## config.mk

```make
export PLATFORM = sky130hd
export DESIGN_NAME = cpu_control_unit
export DESIGN_NICKNAME = d
export VERILOG_FILES = /design/src/rtl/cpu_ctrl_pkg.sv /design/src/rtl/cpu_control_unit_instr_decoder.sv /design/src/rtl/cpu_control_unit.sv
export SDC_FILE = /design/constraint.sdc
export NUM_CORES = 1
export LEC_CHECK = 0
export CORE_ASPECT_RATIO = 0.9
export CORE_MARGIN = 1.5
export CORE_UTILIZATION = 40
export CTS_CLUSTER_DIAMETER = 30
export DETAILED_ROUTE_END_ITERATION = 8
export PLACE_DENSITY = 0.68
export SLEW_MARGIN = 10
export SYNTH_ARGS = -nofsm -noshare
export SYNTH_HDL_FRONTEND = slang
export SYNTH_SLANG_ARGS = --single-unit
```

## constraint.sdc

```tcl
create_clock -name clk -period 4.1 [get_ports clk]
set_clock_uncertainty 0.2 [all_clocks]
set_input_delay 0.615 -clock clk [delete_from_list [all_inputs] [get_ports clk]]
set_output_delay 0.615 -clock clk [all_outputs]
set_load 0.01 [all_outputs]
```

## src/rtl/cpu_ctrl_pkg.sv

```systemverilog
// Shared definitions for the cpu_control_unit slice: instruction field
// positions, opcode encodings, FSM state and branch-type enumerations, the
// decoded control bundle, and sign-extension helpers.
package cpu_ctrl_pkg;

    localparam int unsigned INSTR_W = 16;
    localparam int unsigned OP_W    = 5;
    localparam int unsigned REG_W   = 3;
    localparam int unsigned FLAG_W  = 4;

    // Instruction field bit positions
    localparam int unsigned OP_MSB   = 15;
    localparam int unsigned OP_LSB   = 11;
    localparam int unsigned RD_MSB   = 10;
    localparam int unsigned RD_LSB   = 8;
    localparam int unsigned RA_MSB   = 7;
    localparam int unsigned RA_LSB   = 5;
    localparam int unsigned RB_MSB   = 4;
    localparam int unsigned RB_LSB   = 2;
    localparam int unsigned IMM5_MSB = 4;
    localparam int unsigned IMM8_MSB = 7;

    // Z position inside the latched {N,Z,V,C} flag vector
    localparam int unsigned FLAG_Z = 2;

    // Opcodes
    localparam logic [OP_W-1:0] OP_NOP  = 5'b00000;
    localparam logic [OP_W-1:0] OP_ADD  = 5'b00001;
    localparam logic [OP_W-1:0] OP_SUB  = 5'b00010;
    localparam logic [OP_W-1:0] OP_ADDI = 5'b00011;
    localparam logic [OP_W-1:0] OP_SUBI = 5'b00100;
    localparam logic [OP_W-1:0] OP_LHI  = 5'b00101;
    localparam logic [OP_W-1:0] OP_LLI  = 5'b00110;
    localparam logic [OP_W-1:0] OP_CMP  = 5'b00111;
    localparam logic [OP_W-1:0] OP_OUT  = 5'b01000;
    localparam logic [OP_W-1:0] OP_B    = 5'b01001;
    localparam logic [OP_W-1:0] OP_BEQ  = 5'b01010;
    localparam logic [OP_W-1:0] OP_BNE  = 5'b01011;
    localparam logic [OP_W-1:0] OP_HLT  = 5'b01111;

    typedef enum logic [1:0] {
        ST_FETCH  = 2'd0,
        ST_DECODE = 2'd1,
        ST_EXEC   = 2'd2,
        ST_HALT   = 2'd3
    } state_t;

    typedef enum logic [1:0] {
        BR_NONE   = 2'd0,
        BR_ALWAYS = 2'd1,
        BR_EQ     = 2'd2,
        BR_NE     = 2'd3
    } br_t;

    // Decoded control bundle for the instruction held in ir
    typedef struct packed {
        logic               rf_we;
        logic               sub;
        logic               imm_sel;
        logic               lhi;
        logic               lli;
        logic               out_en;
        br_t                br;
        logic               flag_upd;
        logic               halt;
        logic               illegal;
        logic [REG_W-1:0]   rsel_a;
        logic [INSTR_W-1:0] ext_imm;
    } ctrl_t;

    function automatic logic [INSTR_W-1:0] sext5(input logic [4:0] v);
        return {{11{v[4]}}, v};
    endfunction

    function automatic logic [31:0] sext8(input logic [7:0] v);
        return {{24{v[7]}}, v};
    endfunction

endpackage

```

## src/rtl/cpu_control_unit_instr_decoder.sv

```systemverilog
// instr_decoder: purely combinational translation of the instruction
// register into the control bundle used by cpu_control_unit.
// Ports:
//   ir   in  16       instruction register
//   ctrl out ctrl_t   write/sub/imm-select/LHI/LLI/out/branch/flag-update/
//                     halt/illegal, read-A select and extended immediate
module instr_decoder
    import cpu_ctrl_pkg::*;
(
    input  logic [INSTR_W-1:0] ir,
    output ctrl_t              ctrl
);

    logic [OP_W-1:0] op;

    assign op = ir[OP_MSB:OP_LSB];

    // Opcode decode; anything not listed is flagged illegal and otherwise inert
    always_comb begin
        ctrl        = '0;
        ctrl.br     = BR_NONE;
        ctrl.rsel_a = ir[RA_MSB:RA_LSB];
        case (op)
            OP_NOP: begin
            end
            OP_ADD: begin
                ctrl.rf_we    = 1'b1;
                ctrl.flag_upd = 1'b1;
            end
            OP_SUB: begin
                ctrl.rf_we    = 1'b1;
                ctrl.sub      = 1'b1;
                ctrl.flag_upd = 1'b1;
            end
            OP_ADDI: begin
                ctrl.rf_we    = 1'b1;
                ctrl.imm_sel  = 1'b1;
                ctrl.flag_upd = 1'b1;
                ctrl.ext_imm  = sext5(ir[IMM5_MSB:0]);
            end
            OP_SUBI: begin
                ctrl.rf_we    = 1'b1;
                ctrl.sub      = 1'b1;
                ctrl.imm_sel  = 1'b1;
                ctrl.flag_upd = 1'b1;
                ctrl.ext_imm  = sext5(ir[IMM5_MSB:0]);
            end
            OP_LHI: begin
                // rd's low byte is merged back, so rd is also the read-A source
                ctrl.rf_we   = 1'b1;
                ctrl.imm_sel = 1'b1;
                ctrl.lhi     = 1'b1;
                ctrl.rsel_a  = ir[RD_MSB:RD_LSB];
                ctrl.ext_imm = {8'h00, ir[IMM8_MSB:0]};
            end
            OP_LLI: begin
                ctrl.rf_we   = 1'b1;
                ctrl.imm_sel = 1'b1;
                ctrl.lli     = 1'b1;
                ctrl.ext_imm = {8'h00, ir[IMM8_MSB:0]};
            end
            OP_CMP: begin
                ctrl.sub      = 1'b1;
                ctrl.flag_upd = 1'b1;
            end
            OP_OUT: begin
                ctrl.out_en = 1'b1;
            end
            OP_B:    ctrl.br = BR_ALWAYS;
            OP_BEQ:  ctrl.br = BR_EQ;
            OP_BNE:  ctrl.br = BR_NE;
            OP_HLT:  ctrl.halt = 1'b1;
            default: ctrl.illegal = 1'b1;
        endcase
    end

endmodule

```

## src/rtl/cpu_control_unit.sv

```systemverilog
// cpu_control_unit: multi-cycle FETCH -> DECODE -> EXEC controller for the
// register-file + ALU datapath. Latches ALU flags and resolves branches.
// Build option: define CTRL_ILLEGAL_TRAP_EN to trap illegal opcodes into
// HALT (sticky illegal=1, pc held); otherwise they execute as NOP.
// Ports:
//   clk, rst                 clock, asynchronous active-high reset
//   imem_req/imem_addr       fetch request (FETCH) and address (= pc)
//   imem_data/imem_valid     instruction word and its valid qualifier
//   N, Z, V, C               ALU flags from the datapath
//   RF_en, RF_addr           register write enable / write select
//   read_A, read_B           register read selects
//   add_or_sub, out_imm      ALU subtract, ALU B from ext_B_data
//   ext_B_data               extended immediate
//   LHI, LLI, ctro_outR      load-high/low select, output-register strobe
//   flags                    latched {N,Z,V,C}
//   halted, illegal          HALT state, sticky illegal-opcode indicator
module cpu_control_unit
    import cpu_ctrl_pkg::*;
#(
    parameter int unsigned PC_W = 8
) (
    input  logic               clk,
    input  logic               rst,
    output logic               imem_req,
    output logic [PC_W-1:0]    imem_addr,
    input  logic [INSTR_W-1:0] imem_data,
    input  logic               imem_valid,
    input  logic               N,
    input  logic               Z,
    input  logic               V,
    input  logic               C,
    output logic               RF_en,
    output logic [REG_W-1:0]   RF_addr,
    output logic [REG_W-1:0]   read_A,
    output logic [REG_W-1:0]   read_B,
    output logic               add_or_sub,
    output logic               out_imm,
    output logic [INSTR_W-1:0] ext_B_data,
    output logic               LHI,
    output logic               LLI,
    output logic               ctro_outR,
    output logic [FLAG_W-1:0]  flags,
    output logic               halted,
    output logic               illegal
);

`ifdef CTRL_ILLEGAL_TRAP_EN
    localparam bit TRAP_EN = 1'b1;
`else
    localparam bit TRAP_EN = 1'b0;
`endif

    state_t              state, state_d;
    logic [PC_W-1:0]     pc, pc_d;
    logic [INSTR_W-1:0]  ir, ir_d;
    logic [FLAG_W-1:0]   flags_q, flags_d;
    logic                illegal_q, illegal_d;
    logic                br_take;
    logic [PC_W-1:0]     pc_inc;
    logic [PC_W-1:0]     br_off;
    ctrl_t               ctrl;

    instr_decoder u_dec (
        .ir   (ir),
        .ctrl (ctrl)
    );

    assign pc_inc    = pc + PC_W'(1);
    assign br_off    = PC_W'(sext8(ir[IMM8_MSB:0]));
    assign imem_addr = pc;
    assign flags     = flags_q;
    assign halted    = (state == ST_HALT);
    assign illegal   = illegal_q;

    // State and architectural registers
    always_ff @(posedge clk or posedge rst) begin
        if (rst) begin
            state     <= ST_FETCH;
            pc        <= '0;
            ir        <= '0;
            flags_q   <= '0;
            illegal_q <= 1'b0;
        end else begin
            state     <= state_d;
            pc        <= pc_d;
            ir        <= ir_d;
            flags_q   <= flags_d;
            illegal_q <= illegal_d;
        end
    end

    // Next-state, register updates and combinational control outputs
    always_comb begin
        state_d    = state;
        pc_d       = pc;
        ir_d       = ir;
        flags_d    = flags_q;
        illegal_d  = illegal_q;
        br_take    = 1'b0;
        imem_req   = 1'b0;
        RF_en      = 1'b0;
        RF_addr    = '0;
        add_or_sub = 1'b0;
        out_imm    = 1'b0;
        ext_B_data = '0;
        LHI        = 1'b0;
        LLI        = 1'b0;
        ctro_outR  = 1'b0;
        // Read selects follow ir in every state so operands settle early
        read_A     = ctrl.rsel_a;
        read_B     = ir[RB_MSB:RB_LSB];

        case (state)
            ST_FETCH: begin
                imem_req = 1'b1;
                if (imem_valid) begin
                    ir_d    = imem_data;
                    state_d = ST_DECODE;
                end
            end
            ST_DECODE: begin
                state_d = ST_EXEC;
            end
            ST_EXEC: begin
                RF_en      = ctrl.rf_we;
                RF_addr    = ir[RD_MSB:RD_LSB];
                add_or_sub = ctrl.sub;
                out_imm    = ctrl.imm_sel;
                ext_B_data = ctrl.ext_imm;
                LHI        = ctrl.lhi;
                LLI        = ctrl.lli;
                ctro_outR  = ctrl.out_en;

                if (ctrl.flag_upd) begin
                    flags_d = {N, Z, V, C};
                end

                // Branches test flags latched by earlier instructions
                case (ctrl.br)
                    BR_ALWAYS: br_take = 1'b1;
                    BR_EQ:     br_take = flags_q[FLAG_Z];
                    BR_NE:     br_take = ~flags_q[FLAG_Z];
                    default:   br_take = 1'b0;
                endcase

                state_d = ST_FETCH;
                pc_d    = br_take ? (pc_inc + br_off) : pc_inc;

                if (ctrl.halt) begin
                    state_d = ST_HALT;
                    pc_d    = pc;
                end

                if (TRAP_EN && ctrl.illegal) begin
                    state_d   = ST_HALT;
                    pc_d      = pc;
                    illegal_d = 1'b1;
                end
            end
            ST_HALT: begin
                state_d = ST_HALT;
            end
            default: begin
                state_d = ST_FETCH;
            end
        endcase
    end

endmodule
```

==> results.cfg, run 1 <==
[synth]
synthMuxAreaShare_pct = 13.9
synth_edf_count = 0
synth_flop_cell = dfrtp_1
ys_types = 41
async_flop_share_pct = 100
synth_fa_ha_area_share_pct = 6.60
synth_top_family_by_area = simple AND/OR/NAND/NOR gates
synth_cells = 210
syn_nets = 243
ys_seq_elements = 30
synthXorXnorAreaFrac_pct = 5.23
synth_area_um2 = 2010
ys_warn_count = 0
synth_seq_area_share_pct = 37.4
synth-simple-area-share_pct = 16.6
synth_compound_area_share_pct = 13.4
avgSynthCellArea_um2 = 9.56

[setup_path]
critical_path.top_delay_family = simple AND/OR/NAND/NOR gates
critPathLaunchType = register
crit_buf_inv = 1
r2r_setup_slack_ns = 1.03
crit_type = reg2out
rr_endpoint = imem_addr[7]
cp_slowest_cell = nor4_1
critPathCaptureType = primary output
crit_fanout = 12
crit_required_ns = 3.28
critPathMaxStageDelay_ns = 0.63
reg2regPathDepth = 11
cp-startpoint = ir[11]
crit_chain = nand2_1 -> nor4_1 -> mux2_2 -> clkdlybuf4s50_1
timing.rr.start = imem_addr[0]
arrival_ns = 2.46

[timing]
slew_headroom_pct = 45.7
hold_viol_final = 0
rsz0062_at_grt = no
period_minus_slack_ns = 3.28
tns_ns = 0
setup_slack_ns = 0.821
min_period_over_period_pct = 80.0
fmax_ghz = 0.305
final-setup-viol-count = 0
drv_slew = 0
worst_pin_slew_ns = 0.807

[drt]
via_count = 1684
ant_nets = 0
drc = 0
vias_per_cell = 5.10
dr.pass1.iters = 4
wl_um = 4560
drtIter0Drc = 59
wire_per_inst_um = 13.8

[placed_design]
gp_congestion = 0.821
port_buffers = 67
pre_cts_slack_ns = 1.05
hpwlAfterDp_um = 3460

[clock_tree]
cts_tree = done
clockBufferDepth = 2
cts_setup_buffers = 0
cts-hold-fix-buffers = 0
root_buffer = clkbuf_8
cts.repair.resized = 0
cts_sinks = 30
clkSlewWorstSetupHoldPaths_ns = 0.06
htree_num_levels = 2
numCtsBuffers = 5
insertion_delay_ns = 0.28

[power_and_ir_drop]
switching_power_uw = 880
power_per_cell_area_nw_per_um2 = 774
clkPwrFrac_pct = 11.6
comb_power_share_pct = 58.1
sw_frac_of_total_pct = 41.6
seqPwrFrac_pct = 30.3
peakVddDrop_mv = 0.351
power.internal_uw = 1240
power.leakage_uw = 0.00110

[run]
maxCapViolations = 0

[die]
dieHeight_um = 70.2
pin_count = 69
start_util_pct = 41.5
fp.dieW_um = 77.7
core_um2 = 4830
die-area_um2 = 5460
core.rowCount = 24

[global_route]
grt_max_degree = 31
grt_pass1_vias = 1611
grt_overflow = 0
grt_pass1_wl_um = 7600
grt_usage_pct = 17.7
antenna_found_initial = 0

[layout]
final_common_cell = clkdlybuf4s50_1
nets = 297
nFillCells = 453
final_cell_mix = clkdlybuf4s50_1 (67), dfrtp_1 (30), mux2_2 (20)
syn_to_final_growth_pct = 36.3
drive_gt1_share_pct = 10.6
utilization_pct = 56.6
num_antenna_cells = 0

[min_path]
holdCritPathClass = reg2reg
min_to = flags[3]
min_path_cells = 1
min-delay-start = flags[3]

[status]
status = finished clean
[metal layers]
layer  track usage (%)  vias to the layer above  wire length, um
li1                  -                      843                -
met1              24.8                      785             2240
met2              26.8                       48             2030
met3              4.18                        8              228
met4              6.06                        0               65
met5                 0                        -                0
[power by group through the flow]
stage                     clock network (uW)  registers, uW  logic [uW]
final                                    245            642        1230
after global routing                     265            674        1380
after CTS                                252            643        1240
after detailed placement                   0            647        1230
after global placement                     0            642        1220
after floorplan                            0            589         878
[synthesized netlist by cell type, drive strengths merged, types with 2 or more instances]
master	number	area share, %
nor3b	2	0.75
clkbuf	7	1.4
nand2	18	3.4
o22ai	2	0.62
xor2	7	3.1
a211oi	4	1.5
nor2	8	1.5
nor3	5	1.2
and3	3	0.93
mux2i	2	1.0
ha	9	5.6
nand2b	5	1.6
buf	14	4.7
a21oi	13	3.2
o21ai	13	3.2
dfrtp	30	37
xnor2	5	2.2
nand3	4	1.0
and2	11	3.4
nor4	2	0.62
o32a	2	1.0
a21o	5	1.9
inv	3	0.56
mux2	23	13
o21bai	2	0.75
[area by class of cell]
class | count | area (um^2) | share of cell area, %
clock buffer | 7 | 86.3 | 3.16
clock inverter | 1 | 5.00 | 0.183
inverter | 3 | 11.3 | 0.412
multi-input combinational | 156 | 1120 | 41.1
sequential | 30 | 751 | 27.4
tap | 65 | 81.3 | 2.97
timing repair buffer | 68 | 678 | 24.8
[how the worst max path moves through the flow]
stage	endpoint	slack, ns	cells past startpoint
floorplan	imem_addr[7]	1.19	11
global placement	imem_addr[7]	1.14	11
detailed placement	imem_addr[7]	1.05	11
CTS	read_A[2]	0.85	4
global route	read_A[2]	0.71	4
finish	read_A[2]	0.82	4
[state kept, by name, summed over array words and instances, names as in the netlist]
signal     flops
flags          4
ir            16
imem_addr      8
state          2
[stage by stage]
stage	hold WS [ns]	cell area [um^2]	power, uW	instances
3_3_place_gp	0.274	2650	1860	322
4_1_cts	0.295	2740	2140	330
5_1_grt	0.321	2740	2320	330
2_1_floorplan	0.289	2010	1470	210
3_5_place_dp	0.280	2650	1880	322
6_report	0.287	2740	2120	330
[cell families after synthesis]
logic type,count (synthesis)
and+or+nand+nor,64
other,1
muxes,25
AOI/OAI and AO/OA,44
DFF,30
buffers and inverters,24
adders and majority gates,10
xor gates and xnor gates,12
Note: power is estimated with default switching activity, not from simulation.
==> run 2, diff against run 1 <==
clock period = 3.19 ns   (was 4.1 ns; I/O delays follow)
==> run 2 against run 1 <==
Compared with the run above: clock power up 28%; global-route usage down 0.33 points; sequential power up 29%; sequential share of layout area down 0.19 points.
==> results.cfg, run 2 (synthesis gave the netlist of run 1 again) <==
[power_and_ir_drop]
switching_power_uw = 1130
power.leakage_uw = 0.00111
seqPwrFrac_pct = 30.4
power.internal_uw = 1600
comb_power_share_pct = 58.1
sw_frac_of_total_pct = 41.5
peakVddDrop_mv = 0.534
clkPwrFrac_pct = 11.5
power_per_cell_area_nw_per_um2 = 989

[global_route]
grt_overflow = 0
grt_pass1_vias = 1510
grt_max_degree = 31
grt_pass1_wl_um = 7380
antenna_found_initial = 0
grt_usage_pct = 17.4

[die]
core.rowCount = 24
die-area_um2 = 5460
core_um2 = 4830
dieHeight_um = 70.2
fp.dieW_um = 77.7
start_util_pct = 41.5
pin_count = 69

[placed_design]
port_buffers = 67
dp.cells = 324
hpwlAfterDp_um = 3430
gp_congestion = 0.807

[layout]
final_common_cell = clkdlybuf4s50_1
instances_no_fill = 332
syn_to_final_growth_pct = 37.4
regArea_um2 = 752
final_cell_mix = clkdlybuf4s50_1 (67), dfrtp_1 (29), mux2_2 (20)
utilization_pct = 57.1
multiInputGateArea_um2 = 1130
top_register = ir
largest_reg_flops = 16
nets = 299
num_antenna_cells = 0
drive_gt1_share_pct = 12.4
nFillCells = 428

[min_path]
holdCritPathClass = reg2reg

[setup_path]
critPathCaptureType = primary output
crit_fanout = 8
crit_type = reg2out
crit_required_ns = 2.51
arrival_ns = 2.31
critPathLaunchType = register

[drt]
vias_per_cell = 5.08
via_count = 1688
drc = 0
wl_um = 4580
wire_per_inst_um = 13.8
drtIter0Drc = 74
ant_nets = 0
dr.pass1.iters = 4

[clock_tree]
insertion_delay_ns = 0.28
cts.repair.resized = 0
clkSlewWorstSetupHoldPaths_ns = 0.06
numCtsBuffers = 5
root_buffer = clkbuf_8
clockBufferDepth = 2
cts_setup_buffers = 0
cts_tree = done
cts-hold-fix-buffers = 0
htree_num_levels = 2
cts_sinks = 30

[timing]
drv_slew = 0
fmax_ghz = 0.334
slew_headroom_pct = 48.0
worst_pin_slew_ns = 0.780
min_period_over_period_pct = 93.8
final-setup-viol-count = 0
tns_ns = 0
hold_viol_final = 0
rsz0062_at_grt = no
period_minus_slack_ns = 2.99

[status]
status = finished clean

[run]
maxCapViolations = 0
==> run 2: cell count changes in the layout (fill, tap and decap cells not counted) <==
| cell | change |
|---|---|
| buf_4 | +2 |
| dfrtp_1 | -1 |
| dfrtp_2 | +1 |
| nand3_1 | -1 |
| nand3_2 | +1 |
| nor2_1 | -1 |
| nor2_2 | +1 |
==> run 2: layout make-up <==
| type | count | area share [%] |
|---|---|---|
| Clock buffer | 7 | 3.13 |
| Clock inverter | 1 | 0.181 |
| Inverter | 3 | 0.408 |
| Multi-Input combinational cell | 156 | 41.0 |
| Sequential cell | 30 | 27.2 |
| Tap cell | 65 | 2.95 |
| Timing Repair Buffer | 70 | 25.1 |
==> run 2: worst paths after layout <==
check / from / end / slack [ns] / cells after the start
setup / recovery: state[0] / ext_B_data[1] / 0.20 / 5
max in group asynchronous: rst / imem_addr[0] / 2.12 / 3
hold / removal: imem_addr[7] / imem_addr[7] / 0.29 / 1
min in group asynchronous: rst / flags[0] / 0.37 / 3
setup reg to reg: imem_addr[0] / imem_addr[7] / 0.23 / 11
hold reg to reg: imem_addr[7] / imem_addr[7] / 0.29 / 1
==> run 2: layer usage <==
metal | wire length, um | part of all wire, % | up-vias | track usage (%)
met2 | 2070 | 45 | 52 | 26.9
met3 | 298 | 6.5 | 2 | 5.10
li1 | - | - | 846 | -
met5 | 0 | 0 | - | 0
met4 | 17 | 0.37 | 0 | 4.24
met1 | 2190 | 48 | 788 | 23.8
==> run 2: worst max-delay path, cell delays in order, from the launching register on <==
cell	delay, ns
dfrtp_1	0.42
nand2b_1	0.19
or3_1	0.46
nor2_2	0.26
and2_1	0.15
clkdlybuf4s50_1	0.55
==> run 2: per-stage QoR <==
stage	total power (uW)	hold slack (ns)	setup slack [ns]	instance area [um^2]
6_report	2730	0.286	0.197	2760
2_1_floorplan	1890	0.289	0.281	2010
3_3_place_gp	2400	0.276	0.231	2660
5_1_grt	2970	0.304	0.00549	2760
3_5_place_dp	2420	0.281	0.151	2660
4_1_cts	2750	0.290	0.103	2750
==> run 2: power groups by stage <==
stage	Sequential, uW	Clock, uW	Combinational (uW)
final	829	314	1590
after global routing	862	342	1770
after CTS	825	330	1590
after detailed placement	830	0	1590
after global placement	823	0	1570
after floorplan	757	0	1130
